`src/rtl/frac_clock_divider_mc_if.sv`:
```
`default_nettype none
// ============================================================================
// Module   : frac_clock_divider_mc_if
// Brief    : Shared configuration write port for the fractional divider bank.
// Revision : 1.0 - initial release
// ============================================================================
interface frac_clock_divider_mc_if #(
    parameter int W   = 30,
    parameter int CHW = 2
);
    logic           cfg_wr;
    logic [CHW-1:0] cfg_ch;
    logic [W-1:0]   cfg_n;
    logic [W-1:0]   cfg_m;
    logic [W-1:0]   cfg_phase;

    modport master (output cfg_wr, cfg_ch, cfg_n, cfg_m, cfg_phase);
    modport slave  (input  cfg_wr, cfg_ch, cfg_n, cfg_m, cfg_phase);
endinterface
`default_nettype wire

```
`src/rtl/frac_clock_divider_mc.sv`:
```
`default_nettype none
// ============================================================================
// Module   : frac_clock_divider_mc
// Brief    : Multi-channel fractional clock divider, f_clk*M/(2*(N+1)), with
//            double-buffered per-channel config and global phase-align sync.
// Revision : 1.0 - initial release
// ============================================================================
module frac_clock_divider_mc #(
    parameter int NCH        = 4,
    parameter int W          = 30,
    parameter bit IDLE_LEVEL = 1'b1,
    parameter int CHW        = (NCH > 1) ? $clog2(NCH) : 1
) (
    input  wire logic                    clk,
    input  wire logic                    rst_n,
    input  wire logic [NCH-1:0]          en,
    input  wire logic                    sync,
    frac_clock_divider_mc_if.slave       cfg,
    output logic      [NCH-1:0]          clk_out,
    output logic      [NCH-1:0]          tick,
    output logic      [NCH-1:0]          pending,
    output logic      [NCH-1:0]          cfg_err
);

    localparam logic [W:0] c_one = (W+1)'(1);

    for (genvar g = 0; g < NCH; g++) begin : g_ch
        logic [W-1:0] r_acc;
        logic [W-1:0] r_n;
        logic [W-1:0] r_m;
        logic [W-1:0] r_ph;
        logic [W-1:0] r_sh_n;
        logic [W-1:0] r_sh_m;
        logic [W-1:0] r_sh_ph;
        logic         r_clk;
        logic         r_tick;
        logic         r_pending;
        logic         r_err;

        logic [W:0]   w_nxt;
        logic [W:0]   w_mod;
        logic [W-1:0] w_rem;
        logic         w_wrap;
        logic         w_wr;
        logic         w_apply;
        logic         w_valid;
        logic [W-1:0] w_new_n;
        logic [W-1:0] w_new_m;
        logic [W-1:0] w_new_ph;
        logic [W-1:0] w_wrap_acc;

        always_comb begin
            w_nxt   = {1'b0, r_acc} + {1'b0, r_m};
            w_mod   = {1'b0, r_n} + c_one;
            w_wrap  = (w_nxt >= w_mod);
            w_rem   = W'(w_nxt - w_mod);
            w_wr    = cfg.cfg_wr && (cfg.cfg_ch == CHW'(g));
            w_apply = r_pending && (sync || !en[g] || w_wrap);
            w_valid = ({1'b0, r_sh_m} <= ({1'b0, r_sh_n} + c_one)) &&
                      (r_sh_ph <= r_sh_n);

            w_new_n  = r_n;
            w_new_m  = r_m;
            w_new_ph = r_ph;
            if (w_apply) begin
                w_new_n  = r_sh_n;
                w_new_m  = w_valid ? r_sh_m  : '0;
                w_new_ph = w_valid ? r_sh_ph : '0;
            end

            // A shrinking modulus applied at a wrap must not leave acc above N.
            w_wrap_acc = (w_rem <= w_new_n) ? w_rem : '0;
        end

        always_ff @(posedge clk or negedge rst_n) begin
            if (!rst_n) begin
                r_acc     <= '0;
                r_n       <= '0;
                r_m       <= '0;
                r_ph      <= '0;
                r_sh_n    <= '0;
                r_sh_m    <= '0;
                r_sh_ph   <= '0;
                r_clk     <= IDLE_LEVEL;
                r_tick    <= 1'b0;
                r_pending <= 1'b0;
                r_err     <= 1'b0;
            end else begin
                if (w_wr) begin
                    r_sh_n  <= cfg.cfg_n;
                    r_sh_m  <= cfg.cfg_m;
                    r_sh_ph <= cfg.cfg_phase;
                end

                // A write in the apply cycle lands in the shadow and stays pending.
                if (w_wr) begin
                    r_pending <= 1'b1;
                end else if (w_apply) begin
                    r_pending <= 1'b0;
                end

                if (w_apply) begin
                    r_n   <= w_new_n;
                    r_m   <= w_new_m;
                    r_ph  <= w_new_ph;
                    r_err <= !w_valid;
                end

                if (sync || !en[g]) begin
                    r_acc  <= w_new_ph;
                    r_clk  <= IDLE_LEVEL;
                    r_tick <= 1'b0;
                end else if (w_wrap) begin
                    r_acc  <= w_wrap_acc;
                    r_clk  <= ~r_clk;
                    r_tick <= 1'b1;
                end else begin
                    r_acc  <= w_nxt[W-1:0];
                    r_tick <= 1'b0;
                end
            end
        end

        assign clk_out[g] = r_clk;
        assign tick[g]    = r_tick;
        assign pending[g] = r_pending;
        assign cfg_err[g] = r_err;
    end

endmodule
`default_nettype wire

```
`src/flat_wrapper.sv`:
```
// flat-port wrapper written by rule: the top's interface ports become plain ports
module frac_clock_divider_mc_flat 
#(
    parameter int NCH        = 4,
    parameter int W          = 30,
    parameter bit IDLE_LEVEL = 1'b1,
    parameter int CHW        = (NCH > 1) ? $clog2(NCH) : 1
)
  (clk, rst_n, en, sync, clk_out, tick, pending, cfg_err, cfg_cfg_wr, cfg_cfg_ch, cfg_cfg_n, cfg_cfg_m, cfg_cfg_phase);
  frac_clock_divider_mc_if #(.W(W), .CHW(CHW)) cfg_i ();
  input  wire logic clk;
  input  wire logic rst_n;
  input  wire logic [NCH-1:0] en;
  input  wire logic sync;
  output logic      [NCH-1:0] clk_out;
  output logic      [NCH-1:0] tick;
  output logic      [NCH-1:0] pending;
  output logic      [NCH-1:0] cfg_err;
  input wire logic [$bits(cfg_i.cfg_wr)-1:0] cfg_cfg_wr;
  input wire logic [$bits(cfg_i.cfg_ch)-1:0] cfg_cfg_ch;
  input wire logic [$bits(cfg_i.cfg_n)-1:0] cfg_cfg_n;
  input wire logic [$bits(cfg_i.cfg_m)-1:0] cfg_cfg_m;
  input wire logic [$bits(cfg_i.cfg_phase)-1:0] cfg_cfg_phase;
  assign cfg_i.cfg_wr = cfg_cfg_wr;
  assign cfg_i.cfg_ch = cfg_cfg_ch;
  assign cfg_i.cfg_n = cfg_cfg_n;
  assign cfg_i.cfg_m = cfg_cfg_m;
  assign cfg_i.cfg_phase = cfg_cfg_phase;
  frac_clock_divider_mc #(.NCH(NCH), .W(W), .IDLE_LEVEL(IDLE_LEVEL), .CHW(CHW)) u_core (.clk(clk), .rst_n(rst_n), .en(en), .sync(sync), .cfg(cfg_i), .clk_out(clk_out), .tick(tick), .pending(pending), .cfg_err(cfg_err));
endmodule
```
`config.mk`:
```
export PLATFORM = sky130hd
export DESIGN_NAME = frac_clock_divider_mc_flat
export DESIGN_NICKNAME = d
export VERILOG_FILES = /design/src/rtl/frac_clock_divider_mc_if.sv /design/src/rtl/frac_clock_divider_mc.sv /design/src/flat_wrapper.sv
export SDC_FILE = /design/constraint.sdc
export NUM_CORES = 2
export LEC_CHECK = 0
export CAP_MARGIN = 20
export CORE_AREA = 2 2 229 401
export CTS_CLUSTER_SIZE = 14
export DETAILED_ROUTE_END_ITERATION = 6
export DIE_AREA = 0 0 231 403
export DONT_BUFFER_PORTS = 1
export PLACE_DENSITY = 0.85
export SYNTH_ARGS = -nofsm -noshare
export SYNTH_HDL_FRONTEND = slang
export SYNTH_SLANG_ARGS = --single-unit
```
`constraint.sdc`:
```
create_clock -name clk -period 7.9 [get_ports clk]
set_input_delay 1.58 -clock clk [delete_from_list [all_inputs] [get_ports clk]]
set_output_delay 1.58 -clock clk [all_outputs]
set_load 0.01 [all_outputs]
```
==> metrics.cfg <==
[clock_network]
clk_latency_ns=0.73
cts-hold-fix-buffers=0
clockRootBuffer=clkbuf_16
clk_pin_slew_worst_paths_ns=0.07
cts_tree=built
cts_max_level=3
clockBufferDepth=3
cts_num_sinks=856
cts_made_buffers=84

[floorplan]
start_util_pct=65.6
rows=146
fp.dieH_um=403
die_area_um2=93100
die_w_um=231
pin_count=116
core_region_area_um2=89900

[grt]
gr-usage-met2_pct=72.8
grt_overflow_total=0
grt_max_degree=857
grt_use_met3_pct=11.3
busiest_layer=met2
track_usage_pct=44.3
grt_pass1_wl_um=307000
grt_pass1_vias=51100
use_met1_pct=44.8
antenna_found_initial=66

[yosys]
yosysSeqAreaShare_pct=36.4
syn_area_um2=58900
ys_ff_latch=856
ys_warn_count=0
synth.avg_cell_area_um2=9.56
async_flop_share_pct=100
ys.flop_type=dfrtp_1
syn-num-nets=6882
synth_cells=6162
synth_edf_count=0
ys_types=106

[sta]
post-route-period-util_pct=95.8
drv_slew=830
maxSlewHeadroom_pct=-199
worst_clock_skew_ns=0.0246
setup_viol=0
max_freq_mhz=132
tightestPinTransition_ns=4.49
fin_crit_ns=7.57
final-hold-violation-count=0

[critical_path]
crit_fanout=33
worstSetupEndpointType=register
crit_required_ns=8.53
critical_path_class=reg2reg
worstPathArrival_ns=8.19
cp-start-kind=register

[outcome]
violations=DRC, slew limit
outcome=finished with violations

[drt]
drt_wl_total_um=207000
routed_via_density=7.03
vias=51800
dr.pass1.iters=7
drtAntennaViolNets=0
drc=8
drt_iter0_drc=5667
avgRoutedWirePerCell_um=28.1

[placement]
place_congestion=1.02
port_buffers=0
hpwl_um=152000

[final_layout]
utilization_pct=70.1
layout-drive-gt1-share_pct=10.5
syn_to_final_growth_pct=6.91
layout.nets=6767

[worst_hold_path]
hold_class=reg2reg

[flow_run]
drv_cap=0

==> stage by stage <==
stage	hold WS [ns]	setup WS (ns)	TNS (ns)	instance area (µm²)	std cells
6_report	0.464	0.332	0	63000	7373
5_1_grt	0.484	-0.00653	-0.0148	62900	7338
4_1_cts	0.468	0.130	0	62600	7292
3_5_place_dp	0.452	0.154	0	59800	7141
3_3_place_gp	0.443	0.312	0	59800	7140
2_1_floorplan	0.432	1.14	0	58900	6162
==> critical path, stage by stage, from the launching register on <==
cell,delay [ns]
dfrtp_1,0.39
ha_1,0.36
a211o_1,0.31
a21oi_1,0.25
and3_1,0.26
o2111ai_1,0.19
a41oi_1,0.40
o21ai_0,0.23
xnor2_2,0.23
ha_1,0.45
nand4_1,0.13
or4_1,0.56
nor4_1,0.47
a211oi_2,0.17
a31oi_4,0.47
buf_12,0.25
a21boi_0,0.12
ha_1,0.35
a21o_1,0.20
a21oi_1,0.13
o21ai_0,0.12
a311o_1,0.35
o21ai_0,0.23
a21oi_1,0.12
a21oi_2,0.17
buf_12,0.21
a32oi_1,0.14
a22oi_1,0.18
==> path summary, 6_finish.rpt <==
| kind | start | end | slack (ns) | cells after the start |
|---|---|---|---|---|
| max | u_core.g_ch[0].r_m[6]$_DFFE_PN0P_ | u_core.g_ch[0].r_acc[25]$_DFF_PN0_ | 0.33 | 27 |
| min | u_core.g_ch[2].r_ph[2]$_DFFE_PN0P_ | u_core.g_ch[2].r_ph[2]$_DFFE_PN0P_ | 0.46 | 2 |
| max reg2reg | u_core.g_ch[0].r_m[6]$_DFFE_PN0P_ | u_core.g_ch[0].r_acc[25]$_DFF_PN0_ | 0.33 | 27 |
| min reg2reg | u_core.g_ch[2].r_ph[2]$_DFFE_PN0P_ | u_core.g_ch[2].r_ph[2]$_DFFE_PN0P_ | 0.46 | 2 |
| max in group asynchronous | rst_n | u_core.g_ch[1].r_sh_ph[24]$_DFFE_PN0P_ | 3.84 | 0 |
| min in group asynchronous | rst_n | u_core.g_ch[3].r_n[10]$_DFFE_PN0P_ | 0.61 | 0 |
==> routing by layer <==
layer  vias up  share of wire, %
met1     24900                31
met3      1356               8.7
li1      22400                 -
met4        32                13
met2      3216                47
met5         -             0.098
==> synthesized netlist by cell type, types with 15 or more instances <==
| cell type | n | area share (%) |
|---|---|---|
| nor3_1 | 73 | 0.62 |
| mux2i_1 | 62 | 1.1 |
| a221oi_1 | 112 | 1.7 |
| and3_1 | 85 | 0.90 |
| mux2_2 | 331 | 6.3 |
| xor2_1 | 133 | 2.0 |
| or2_2 | 15 | 0.16 |
| o21ai_0 | 237 | 2.0 |
| nand2_1 | 537 | 3.4 |
| o21ai_1 | 23 | 0.20 |
| a211oi_1 | 38 | 0.48 |
| nand2b_1 | 25 | 0.27 |
| o21bai_1 | 34 | 0.43 |
| nand4_1 | 127 | 1.3 |
| a22o_1 | 115 | 1.7 |
| inv_1 | 349 | 2.2 |
| nor2b_1 | 54 | 0.57 |
| buf_4 | 24 | 0.31 |
| nor4_1 | 19 | 0.20 |
| or3_1 | 28 | 0.30 |
| buf_2 | 66 | 0.56 |
| ha_1 | 612 | 13 |
| and2_1 | 26 | 0.28 |
| nand3_1 | 235 | 2.0 |
| a31oi_1 | 86 | 0.91 |
| a2bb2oi_1 | 24 | 0.36 |
| a21boi_0 | 36 | 0.46 |
| clkbuf_1 | 153 | 0.97 |
| o31ai_1 | 27 | 0.34 |
| dfrtp_1 | 852 | 36 |
| xnor2_1 | 291 | 4.3 |
| nor2_1 | 321 | 2.0 |
| and4_1 | 16 | 0.24 |
| a21o_1 | 264 | 3.4 |
| o211ai_1 | 51 | 0.65 |
| o21a_1 | 45 | 0.57 |
| a21oi_1 | 384 | 3.3 |
==> final cells by class <==
type / instances / area (µm²)
antenna: 77 / 193
tap: 1184 / 1480
timing repair buffer: 64 / 662
clock inverter: 37 / 388
multi-input combinational: 4687 / 35100
fill: 6789 / 26900
clock buffer: 114 / 2440
sequential: 856 / 21400
inverter: 354 / 1330
==> logic make-up after synthesis <==
kind of cell,Yosys count,share of synthesized area [%]
compound gates,1655,19.4
xor+xnor,424,6.30
fa+ha+maj,620,13.3
buf+inv,619,4.40
flops,856,36.4
mux,393,7.38
simple gates,1595,12.9
==> state kept, by name, indices dropped and copies added, names as in the netlist, 120 cells and up <==
name,count
u_core.g_ch.r_n,120
u_core.g_ch.r_ph,120
u_core.g_ch.r_sh_ph,120
u_core.g_ch.r_sh_m,120
u_core.g_ch.r_acc,120
u_core.g_ch.r_sh_n,120
u_core.g_ch.r_m,120
==> placed cells by master (no fill, tap or decap), types with 36 or more instances in the layout <==
cell type / synthesis / final
a211oi_1: 38 / 37
a21boi_0: 36 / 36
a21o_1: 264 / 264
a21oi_1: 384 / 383
a221oi_1: 112 / 111
a22o_1: 115 / 114
a31oi_1: 86 / 84
and3_1: 85 / 85
buf_4: 24 / 49
clkbuf_16: 0 / 88
dfrtp_1: 852 / 852
diode_2: 0 / 77
ha_1: 612 / 612
inv_1: 349 / 349
mux2_2: 331 / 331
mux2i_1: 62 / 62
nand2_1: 537 / 536
nand3_1: 235 / 234
nand4_1: 127 / 127
nor2_1: 321 / 319
nor2b_1: 54 / 52
nor3_1: 73 / 72
o211ai_1: 51 / 51
o21a_1: 45 / 45
o21ai_0: 237 / 236
xnor2_1: 291 / 289
xor2_1: 133 / 132
==> repair_timing <==
item                       CTS  global route
setup endpoints to repair    0            96
setup buffers                0             2
resized for setup            0            23
Power is not shown: default switching activity piles up to over one toggle a cycle in this logic, so the estimate is an artifact.
